**src/rtl/alu_in_initiator.sv**
```systemverilog
// Driving end of the alu_in bus: buffers (op, a, b) commands in a small FIFO and replays them,
// turning rst_op commands into an active-low alu_rst pulse of RST_CYCLES cycles.
module alu_in_initiator #(
  parameter int unsigned ALU_IN_OP_WIDTH = 8,
  parameter int unsigned FIFO_DEPTH      = 4,
  parameter int unsigned RST_CYCLES      = 2,
  parameter int unsigned COUNT_WIDTH     = 16
) (
  input  logic                           clk,
  input  logic                           rst,
  input  logic                           enable,
  input  logic                           cmd_valid,
  output logic                           cmd_ready,
  input  logic [2:0]                     cmd_op,
  input  logic [ALU_IN_OP_WIDTH-1:0]     cmd_a,
  input  logic [ALU_IN_OP_WIDTH-1:0]     cmd_b,
  input  logic                           ready,
  output logic                           valid,
  output logic                           alu_rst,
  output logic [2:0]                     op,
  output logic [ALU_IN_OP_WIDTH-1:0]     a,
  output logic [ALU_IN_OP_WIDTH-1:0]     b,
  output logic                           busy,
  output logic [$clog2(FIFO_DEPTH):0]    fifo_level,
  output logic [COUNT_WIDTH-1:0]         issue_count
);

  localparam int unsigned PtrW = $clog2(FIFO_DEPTH);
  localparam int unsigned LvlW = PtrW + 1;
  localparam int unsigned EntW = 3 + 2 * ALU_IN_OP_WIDTH;
  localparam int unsigned PulW = (RST_CYCLES > 1) ? $clog2(RST_CYCLES) : 1;
  localparam logic [2:0]  OpRst = 3'd7;

  typedef enum logic [1:0] {StIdle, StIssue, StResetPulse} state_e;

  state_e                     state_q, state_d;
  logic [EntW-1:0]            mem_q [FIFO_DEPTH];
  logic [PtrW-1:0]            wr_ptr_q, rd_ptr_q;
  logic [LvlW-1:0]            level_q, level_d;
  logic [PulW-1:0]            pulse_q, pulse_d;
  logic                       valid_d, alu_rst_d;
  logic [2:0]                 op_d;
  logic [ALU_IN_OP_WIDTH-1:0] a_d, b_d;
  logic [COUNT_WIDTH-1:0]     count_d;
  logic                       full, empty, push, pop;
  logic [EntW-1:0]            head;
  logic [2:0]                 head_op;

  assign full      = (level_q == LvlW'(FIFO_DEPTH));
  assign empty     = (level_q == '0);
  assign push      = cmd_valid && !full;
  assign cmd_ready = !full;
  assign head      = mem_q[rd_ptr_q];
  assign head_op   = head[EntW-1 -: 3];
  assign busy      = !empty || (state_q != StIdle);
  assign fifo_level = level_q;

  // Storage needs no reset: occupancy is tracked by level_q alone.
  always_ff @(posedge clk) begin
    if (push) mem_q[wr_ptr_q] <= {cmd_op, cmd_a, cmd_b};
  end

  always_comb begin
    level_d = level_q;
    if (push && !pop)      level_d = level_q + LvlW'(1);
    else if (pop && !push) level_d = level_q - LvlW'(1);
  end

  always_comb begin
    state_d   = state_q;
    pop       = 1'b0;
    valid_d   = 1'b0;
    alu_rst_d = alu_rst;
    op_d      = op;
    a_d       = a;
    b_d       = b;
    pulse_d   = pulse_q;
    count_d   = issue_count;
    case (state_q)
      StIdle: begin
        if (enable && !empty) begin
          // rst_op launches regardless of ready; normal ops wait for it.
          if (head_op == OpRst) begin
            pop       = 1'b1;
            op_d      = OpRst;
            a_d       = '0;
            b_d       = '0;
            alu_rst_d = 1'b0;
            pulse_d   = PulW'(RST_CYCLES - 1);
            state_d   = StResetPulse;
          end else if (ready) begin
            pop     = 1'b1;
            op_d    = head_op;
            a_d     = head[2*ALU_IN_OP_WIDTH-1 -: ALU_IN_OP_WIDTH];
            b_d     = head[ALU_IN_OP_WIDTH-1:0];
            valid_d = 1'b1;
            state_d = StIssue;
          end
        end
      end
      StIssue: begin
        count_d = issue_count + COUNT_WIDTH'(1);
        state_d = StIdle;
      end
      StResetPulse: begin
        if (pulse_q == '0) begin
          alu_rst_d = 1'b1;
          count_d   = issue_count + COUNT_WIDTH'(1);
          state_d   = StIdle;
        end else begin
          pulse_d = pulse_q - PulW'(1);
        end
      end
      default: state_d = StIdle;
    endcase
  end

  always_ff @(posedge clk or negedge rst) begin
    if (!rst) begin
      state_q     <= StIdle;
      wr_ptr_q    <= '0;
      rd_ptr_q    <= '0;
      level_q     <= '0;
      pulse_q     <= '0;
      valid       <= 1'b0;
      alu_rst     <= 1'b1;
      op          <= '0;
      a           <= '0;
      b           <= '0;
      issue_count <= '0;
    end else begin
      state_q     <= state_d;
      if (push) wr_ptr_q <= wr_ptr_q + PtrW'(1);
      if (pop)  rd_ptr_q <= rd_ptr_q + PtrW'(1);
      level_q     <= level_d;
      pulse_q     <= pulse_d;
      valid       <= valid_d;
      alu_rst     <= alu_rst_d;
      op          <= op_d;
      a           <= a_d;
      b           <= b_d;
      issue_count <= count_d;
    end
  end

endmodule

```
**config.mk**
```make
export PLATFORM = sky130hd
export DESIGN_NAME = alu_in_initiator
export DESIGN_NICKNAME = d
export VERILOG_FILES = /design/src/rtl/alu_in_initiator.sv
export SDC_FILE = /design/constraint.sdc
export NUM_CORES = 1
export LEC_CHECK = 0
export BUFFER_PORTS_ARGS = -buffer_cell sky130_fd_sc_hd__buf_2
export CORE_MARGIN = 10
export CORE_UTILIZATION = 42
export CTS_CLUSTER_DIAMETER = 30
export DETAILED_ROUTE_END_ITERATION = 8
export HOLD_SLACK_MARGIN = 0.03
export MAX_ROUTING_LAYER = met4
export SETUP_SLACK_MARGIN = 0.4
export SKIP_LAST_GASP = 1
export SYNTH_ARGS = -nofsm -noshare
export SYNTH_HDL_FRONTEND = slang
export SYNTH_SLANG_ARGS = --single-unit
```
**constraint.sdc**
```tcl
create_clock -name clk -period 3.9 [get_ports clk]
set_input_delay 0.195 -clock clk [delete_from_list [all_inputs] [get_ports clk]]
set_output_delay 0.195 -clock clk [all_outputs]
set_load 0.01 [all_outputs]
```
After elaboration in Yosys (flattened, before gate mapping)
Memories as Yosys holds them, arrays and structs flattened.
Index checks and enable logic that the tools add are counted.
Cells by class
  muxes and demuxes: 32
  equality and inequality tests: 8
  reduce and logical (&&, ||, !) cells: 21
  add/sub/neg operators: 6
Operator list (number)
  8-bit 2-to-1 mux: 4
  16-bit case mux with 2 select lines: 1
  16-bit by 1-bit adder with 16-bit output, second input constant: 1
  16-bit 2-to-1 mux: 1
  1-bit 2-to-1 mux: 15
  3-bit 2-to-1 mux: 4
  2-bit nonzero test: 5
  3-bit AND reduction: 3
  2-bit 2-to-1 mux: 4
  3-bit == test, second input constant: 2
  2-bit != test, second input constant: 3
  2-bit by 1-bit adder with 2-bit output, second input constant: 2
  1-bit logical AND: 4
  1-bit zero test: 4
  1-bit case mux with 2 select lines: 2
  2-bit case mux with 2 select lines: 1
  4-bit AND reduction: 1
  3-bit by 1-bit adder with 3-bit output, second input constant: 1
  3-bit zero test: 1
  3-bit != test, second input constant: 1
  3-bit by 1-bit subtractor with 3-bit output, second input constant: 1
  2-bit by 1-bit == test with 1-bit output, second input constant: 1
  2-bit == test, second input constant: 1
  2-bit zero test: 1
  3 further kinds: 3
Word-level totals
  bits in writable memories: 76
  bits in registers: 47
  output and inout bits: 42
  memories: 1
  input bits: 24
Memories
  mem_q: words 4, width 19, rd ports 1, clocked after memory_dff 0, write ports 1, RTL line 37  | logic [EntW-1:0] mem_q [FIFO_DEPTH];

Longest topological paths before layout
Gate-level depths: netlist of run 1.
  word-level depth: 8
  gate-level depth with buffers: 12

Least setup slack after synthesis of run 1
No wires, ideal clock.
  path type: reg2reg
  start point: register rd_ptr_q[0]
  end point: register level_q[2], in the netlist fifo_level[2]
  arrival: 2.704 ns
  slack: 1.117 ns
  library setup time: 0.079 ns
  stages on the path, launching flop included: 13
  clock period less this slack: 2.783 ns
  cell sequence: dfrtp_1 buf_6 mux4_2 and3_1 buf_6 o21ai_4 buf_6 ha_1 inv_1 fa_1 xor2_1 nor2_1 xor2_1
On the way
  cells in the longest elaborated chain, start to end: 8
  elaborated cells between the ends (all ways): 10
  those cells by class: eq/ne: 1; mux: 4; reduce/logical: 4; memory: 1
Ends and longest elaborated chain
  start: declaration: RTL line 38  | logic [PtrW-1:0] wr_ptr_q, rd_ptr_q;
  start signal: assignment: RTL line 134  | if (pop) rd_ptr_q <= rd_ptr_q + PtrW'(1);
  memory 4 x 19 bit *
  3-bit == test *: RTL line 83  | if (head_op == OpRst) begin
  1-bit 2-to-1 mux *: RTL line 83
  1-bit 2-to-1 mux *: RTL line 81  | if (enable && !empty) begin
  1-bit 2-to-1 mux *: RTL line 79  | case (state_q)
  1-bit zero test: RTL line 65  | if (push && !pop) level_d = level_q + LvlW'(1);
  1-bit logical AND: RTL line 65
  3-bit 2-to-1 mux / 2-bit nonzero test (equally long branches)
  end signal: assignment: RTL line 135  | level_q <= level_d;
  end: declaration: RTL line 39  | logic [LvlW-1:0] level_q, level_d;
Every way passes the cells marked *; elsewhere a longest branch is shown, timed or not.
A chain may end at the register's enable or synchronous reset.

Worst setup path after layout of run 1
Same ends and word-level chain as after synthesis.

==> run summary, run 1 <==
DR vias/cell = 5.04
Pleak = 0.00249 uW
first-pass GRT wire length = 15500 um
XOR/XNOR share of the synthesized area = 3.82%
Final Wtd Congestion = 0.744
endpoints failing setup = 0
Post-synth EDFFs = 76
WHS = 0.189 ns
status = complete, no violations
die height = 127 um
HP Start = ready
Antenna Nets Post-Route = 0
max_cap viols = 0
Main synth FF type = edfxtp_1
Slew HR = 27.3%
initial antenna violation count = 0
cts repair resizes = 0
final setup skew = 0.00993 ns
Yosys top cell area share = 47.4%
pwr/cell area = 787 nW/um2
FMAX = 336 MHz
top post-synthesis cells by area = edfxtp_1, dfrtp_1, mux4_2, mux4_1, a22o_1
Max Transition Viols Final = 0
CP arrival = 3.31 ns
Residual DRC = 0
setup bufs post-CTS = 0
syn_area_per_cell = 18.1 um2
io pins = 66
Critical Path Sink Type = flop
Max IR drop VDD = 0.467 mV
mux cell area share after synthesis = 10.1%
drt pass-1 iters = 4
hpwl dp = 5990 um
flop and latch count out of synthesis = 123
setup_tns = 0 ns
crit start category = flop
Crit Path Max Fanout = 10
WL/cell = 18.6 um
Worst-Margin Slew = 1.09 ns
DIE AREA = 16100 um2
final period utilization = 76.4%
H-Tree Depth = 4
adder-cell share of the synthesized area = 1.98%
Clock Path Buffers = 2
iteration-0 DRC count of the detailed router = 164
sequential fraction of the synthesis area = 71.9%
post-synthesis compound-gate area fraction = 5.51%
total via count in the routed design = 2628
Die Wd = 127 um
Critical path origin = rd_ptr_q[0]
Inserted Diodes = 0
cell area after synthesis = 4810 um2
Layout fillers = 909
FFs w/ async S/R, synth = 38.2%
Root Driver = clkbuf_16
global route total overflow = 0
Yosys cell types = 38
most numerous cell in the Yosys netlist = edfxtp_1
final hold vios = 0
WS Path Type = reg2reg
# clock sinks = 123
fraction of layout cells with a size suffix above 1 = 31.5%
Mapped Cells = 266
I/O Buffers = 65
Clock Latency Late Sink = 0.41 ns
Ys Warns = 0
Num CTS Buffers = 17
hold crit path type = in2reg
total design power = 4820 uW
largest net degree at the start of global routing = 48
number of global-route vias before repair = 2831
CTS tree = done
largest family of logic cells by synthesized area = multiplexers
area growth from synthesis to layout = 27.2%
RSZ-0062 raised after global routing = no
core area = 11300 um2
Syn Nets = 297
clk slew on worst S/H paths = 0.06 ns
Initial Utilization = 42.5%
overall routed net length = 9680 um
Cell Rows = 39
Total GRT Usage = 12.8%
fin nets = 396
Tmin final = 2.98 ns
simple-gate share of the synthesized area = 5.02%
worst r2r src = rd_ptr_q[0]
cell taking the most area after synthesis = edfxtp_1
Worst EP required = 4.23 ns
top cells by count, synth = edfxtp_1, dfrtp_1, a22o_1, nand2_1, xnor2_1
## timing repair
item / in CTS / in global routing
setup endpoints to repair: 0 / 0
endpoints found under the hold margin: 122 / 0
hold buffers: 20 / 0
## worst max-delay path: stages, from the launching register on
cell,delay [ns]
dfrtp_1,0.70
mux4_1,0.69
and3_1,0.31
o21ai_4,0.16
ha_1,0.20
inv_1,0.06
fa_1,0.38
xor2_1,0.15
nor2_1,0.11
xor2_1,0.14
## state kept, by name, summed over array words and instances (netlist names), 2 cells and up
name         flops
state_q          2
mem_q           76
op               3
b                8
wr_ptr_q         2
issue_count     16
fifo_level       3
a                8
rd_ptr_q         2
## final timing paths
path	end	cells past startpoint	slack, ns
min reg2reg	issue_count[15]	1	0.47
max	fifo_level[2]	9	0.92
max reg2reg	fifo_level[2]	9	0.92
min	op[1]	3	0.19
max in group asynchronous	valid	3	3.05
min in group asynchronous	op[0]	3	0.44
## routing by layer
metal	part of all wire, %	global-route usage, %
met1	46	16.2
met2	46	18.4
met3	5.6	4.09
met4	1.8	5.83
met5	0	-
## cells by family after synthesis
logic type	Yosys count
flip-flops	123
AND/OR/NAND/NOR	46
AO/OA/AOI/OAI	32
multiplexers	22
XOR/XNOR	21
buffers and inverters	15
adder cells (fa/ha/maj)	7
## where the power goes
group | switching, uW | leakage, uW | internal (uW)
Combinational | 600 | 0.000881 | 564
Clock | 596 | 0.000308 | 1090
Sequential | 227 | 0.00130 | 1750
Total | 1420 | 0.00249 | 3400
## stage by stage
stage	cells	setup WS [ns]	util (%)	instance area (um2)
after floorplan	266	1.12	-	4810
after global placement	469	0.983	46.7	5290
after detailed placement	469	0.905	46.7	5290
after CTS	521	0.894	54.1	6120
after global routing	521	0.635	54.1	6120
final	521	0.920	54.1	6120
## cells in the final DEF (no fill, tap or decap), types with 3 or more instances in the layout
| cell type | instances |
|---|---|
| clkinv_4 | 4 |
| buf_2 | 65 |
| ha_1 | 6 |
| a21oi_1 | 5 |
| nand4_1 | 3 |
| buf_4 | 4 |
| dfrtp_1 | 46 |
| a22o_1 | 16 |
| nand2_1 | 16 |
| mux4_2 | 13 |
| and3_1 | 8 |
| mux4_1 | 6 |
| nand3_1 | 4 |
| clkbuf_16 | 17 |
| o21ai_0 | 3 |
| nor2_1 | 6 |
| bufinv_16 | 4 |
| xnor2_1 | 15 |
| edfxtp_1 | 76 |
| xor2_1 | 6 |
| inv_1 | 6 |
| inv_6 | 4 |
| dlygate4sd3_1 | 20 |
## area by class of cell
class | count | area (um2) | share of cell area, %
clock buffer | 18 | 429 | 7.01
timing repair buffer | 89 | 556 | 9.07
sequential | 123 | 3460 | 56.5
tap | 143 | 179 | 2.92
clock inverter | 14 | 209 | 3.41
inverter | 6 | 22.5 | 0.368
multi-input combinational | 128 | 1270 | 20.7
(Power assumes the default switching activity.)
==> inputs of run 2 (changes only) <==
==> constraint.sdc (replaced) <==
create_clock -name clk -period 3.1 [get_ports clk]
set_input_delay 0.155 -clock clk [delete_from_list [all_inputs] [get_ports clk]]
set_output_delay 0.155 -clock clk [all_outputs]
set_load 0.01 [all_outputs]
==> run summary, run 2 (same netlist as run 1, synthesis figures left out) <==
status = complete, no violations
hpwl dp = 6230 um
Inserted Diodes = 0
commonest non-fill, non-tap cells in the layout = edfxtp_1, buf_2, dfrtp_1, dlygate4sd3_1, clkbuf_16
final period utilization = 83.0%
HP Start = ready
Worst EP required = 3.43 ns
total via count in the routed design = 2694
Slew HR = 40.3%
first-pass GRT wire length = 15700 um
Crit Path Max Fanout = 7
Reg area = 3460 um2
largest net degree at the start of global routing = 38
H-Tree Depth = 4
Critical Path Sink Type = flop
most flop-heavy register = mem_q
Critical path origin = rd_ptr_q[0]
Residual DRC = 0
biggest registers after layout = mem_q: 76 flops, issue_count: 16 flops
commonest non-fill, non-tap cell in the layout = edfxtp_1
WL met3 = 507 um
initial antenna violation count = 0
area growth from synthesis to layout = 27.4%
DR WL met2 = 5020 um
Cells after DPL = 473
Tmin final = 2.57 ns
Clock Path Buffers = 2
worst r2r src = rd_ptr_q[0]
CTS tree = done
Final Wtd Congestion = 0.773
non-filler instance count after layout = 525
Num CTS Buffers = 17
DIE AREA = 16100 um2
Initial Utilization = 42.5%
WL/cell = 18.5 um
Root Driver = clkbuf_16
WS Path Type = reg2reg
max reg flops = 76
Pleak = 0.00247 uW
Worst-Margin Slew = 0.895 ns
clk slew on worst S/H paths = 0.06 ns
drt pass-1 iters = 4
# clock sinks = 123
io pins = 66
final hold vios = 0
setup_tns = 0 ns
max_cap viols = 0
Antenna Nets Post-Route = 0
final setup skew = 0.00888 ns
global route total overflow = 0
FMAX = 389 MHz
Total GRT Usage = 13.1%
endpoints failing setup = 0
Layout fillers = 914
area taken by multi-input logic gates = 1290 um2
hold crit path type = in2reg
iteration-0 DRC count of the detailed router = 137
WHS = 0.120 ns
Die Wd = 127 um
CP arrival = 2.91 ns
highest metal used = met4
overall routed net length = 9730 um
Reg2Reg Setup Slack = 0.53 ns
Max IR drop VDD = 0.549 mV
crit start category = flop
DR vias/cell = 5.13
die height = 127 um
pwr/cell area = 968 nW/um2
RSZ-0062 raised after global routing = no
fin nets = 400
number of global-route vias before repair = 2980
core area = 11300 um2
Clock Latency Late Sink = 0.41 ns
M1 WL = 4100 um
Max Transition Viols Final = 0
fraction of layout cells with a size suffix above 1 = 33.5%
I/O Buffers = 65
Cell Rows = 39
## run 2: area by class of cell
type	instances	area share, %
repair buffers	93	9.55
flip-flops and latches	123	56.4
clock inverters	15	2.69
inverters	6	0.367
clock buffers	17	6.94
multi-input cells	128	21.1
well taps	143	2.92
## run 2: worst max-delay path, stage by stage (launching register included)
cell and delay, ns:
dfrtp_2 0.48, mux4_1 0.64, and3_4 0.25, o21ai_4 0.18
ha_4 0.16, inv_2 0.04, fa_2 0.32, xor2_1 0.15
nor2_1 0.12, xor2_1 0.15
## run 2: power breakdown
| part | internal, uW | total [uW] | leakage, uW | switching (uW) |
|---|---|---|---|---|
| sequential | 2190 | 2460 | 0.00130 | 266 |
| clock | 1200 | 1950 | 0.000273 | 754 |
| combinational | 751 | 1530 | 0.000905 | 775 |
## run 2: what timing repair did
item | in CTS | in global routing
hold endpoints to repair | 111 | 0
endpoints found under the setup margin | 0 | 2
gates resized for setup | 0 | 1
buffers inserted | 0 | 0
hold buffers | 20 | 0
## run 2: final timing paths
check / cells past startpoint / end
min in group asynchronous: 2 / a[3]
min: 3 / op[1]
max in group asynchronous: 3 / rd_ptr_q[0]
max: 9 / fifo_level[2]
max reg2reg: 9 / fifo_level[2]
min reg2reg: 1 / issue_count[15]
## run 2: per-layer routing
| layer | vias up | track usage [%] |
|---|---|---|
| li1 | 1240 | - |
| met1 | 1379 | 14.8 |
| met2 | 65 | 21.1 |
| met3 | 10 | 4.51 |
| met4 | 0 | 5.02 |
| met5 | - | - |
## run 2: metrics by stage
stage	instance area [um2]	setup slack, ns	utilization, %	total power (uW)
2_1_floorplan	4840	0.377	-	3500
3_3_place_gp	5340	0.473	47.2	3990
3_5_place_dp	5340	0.433	47.2	4040
4_1_cts	6130	0.404	54.2	6030
5_1_grt	6130	0.417	54.2	6280
6_report	6130	0.527	54.2	5940
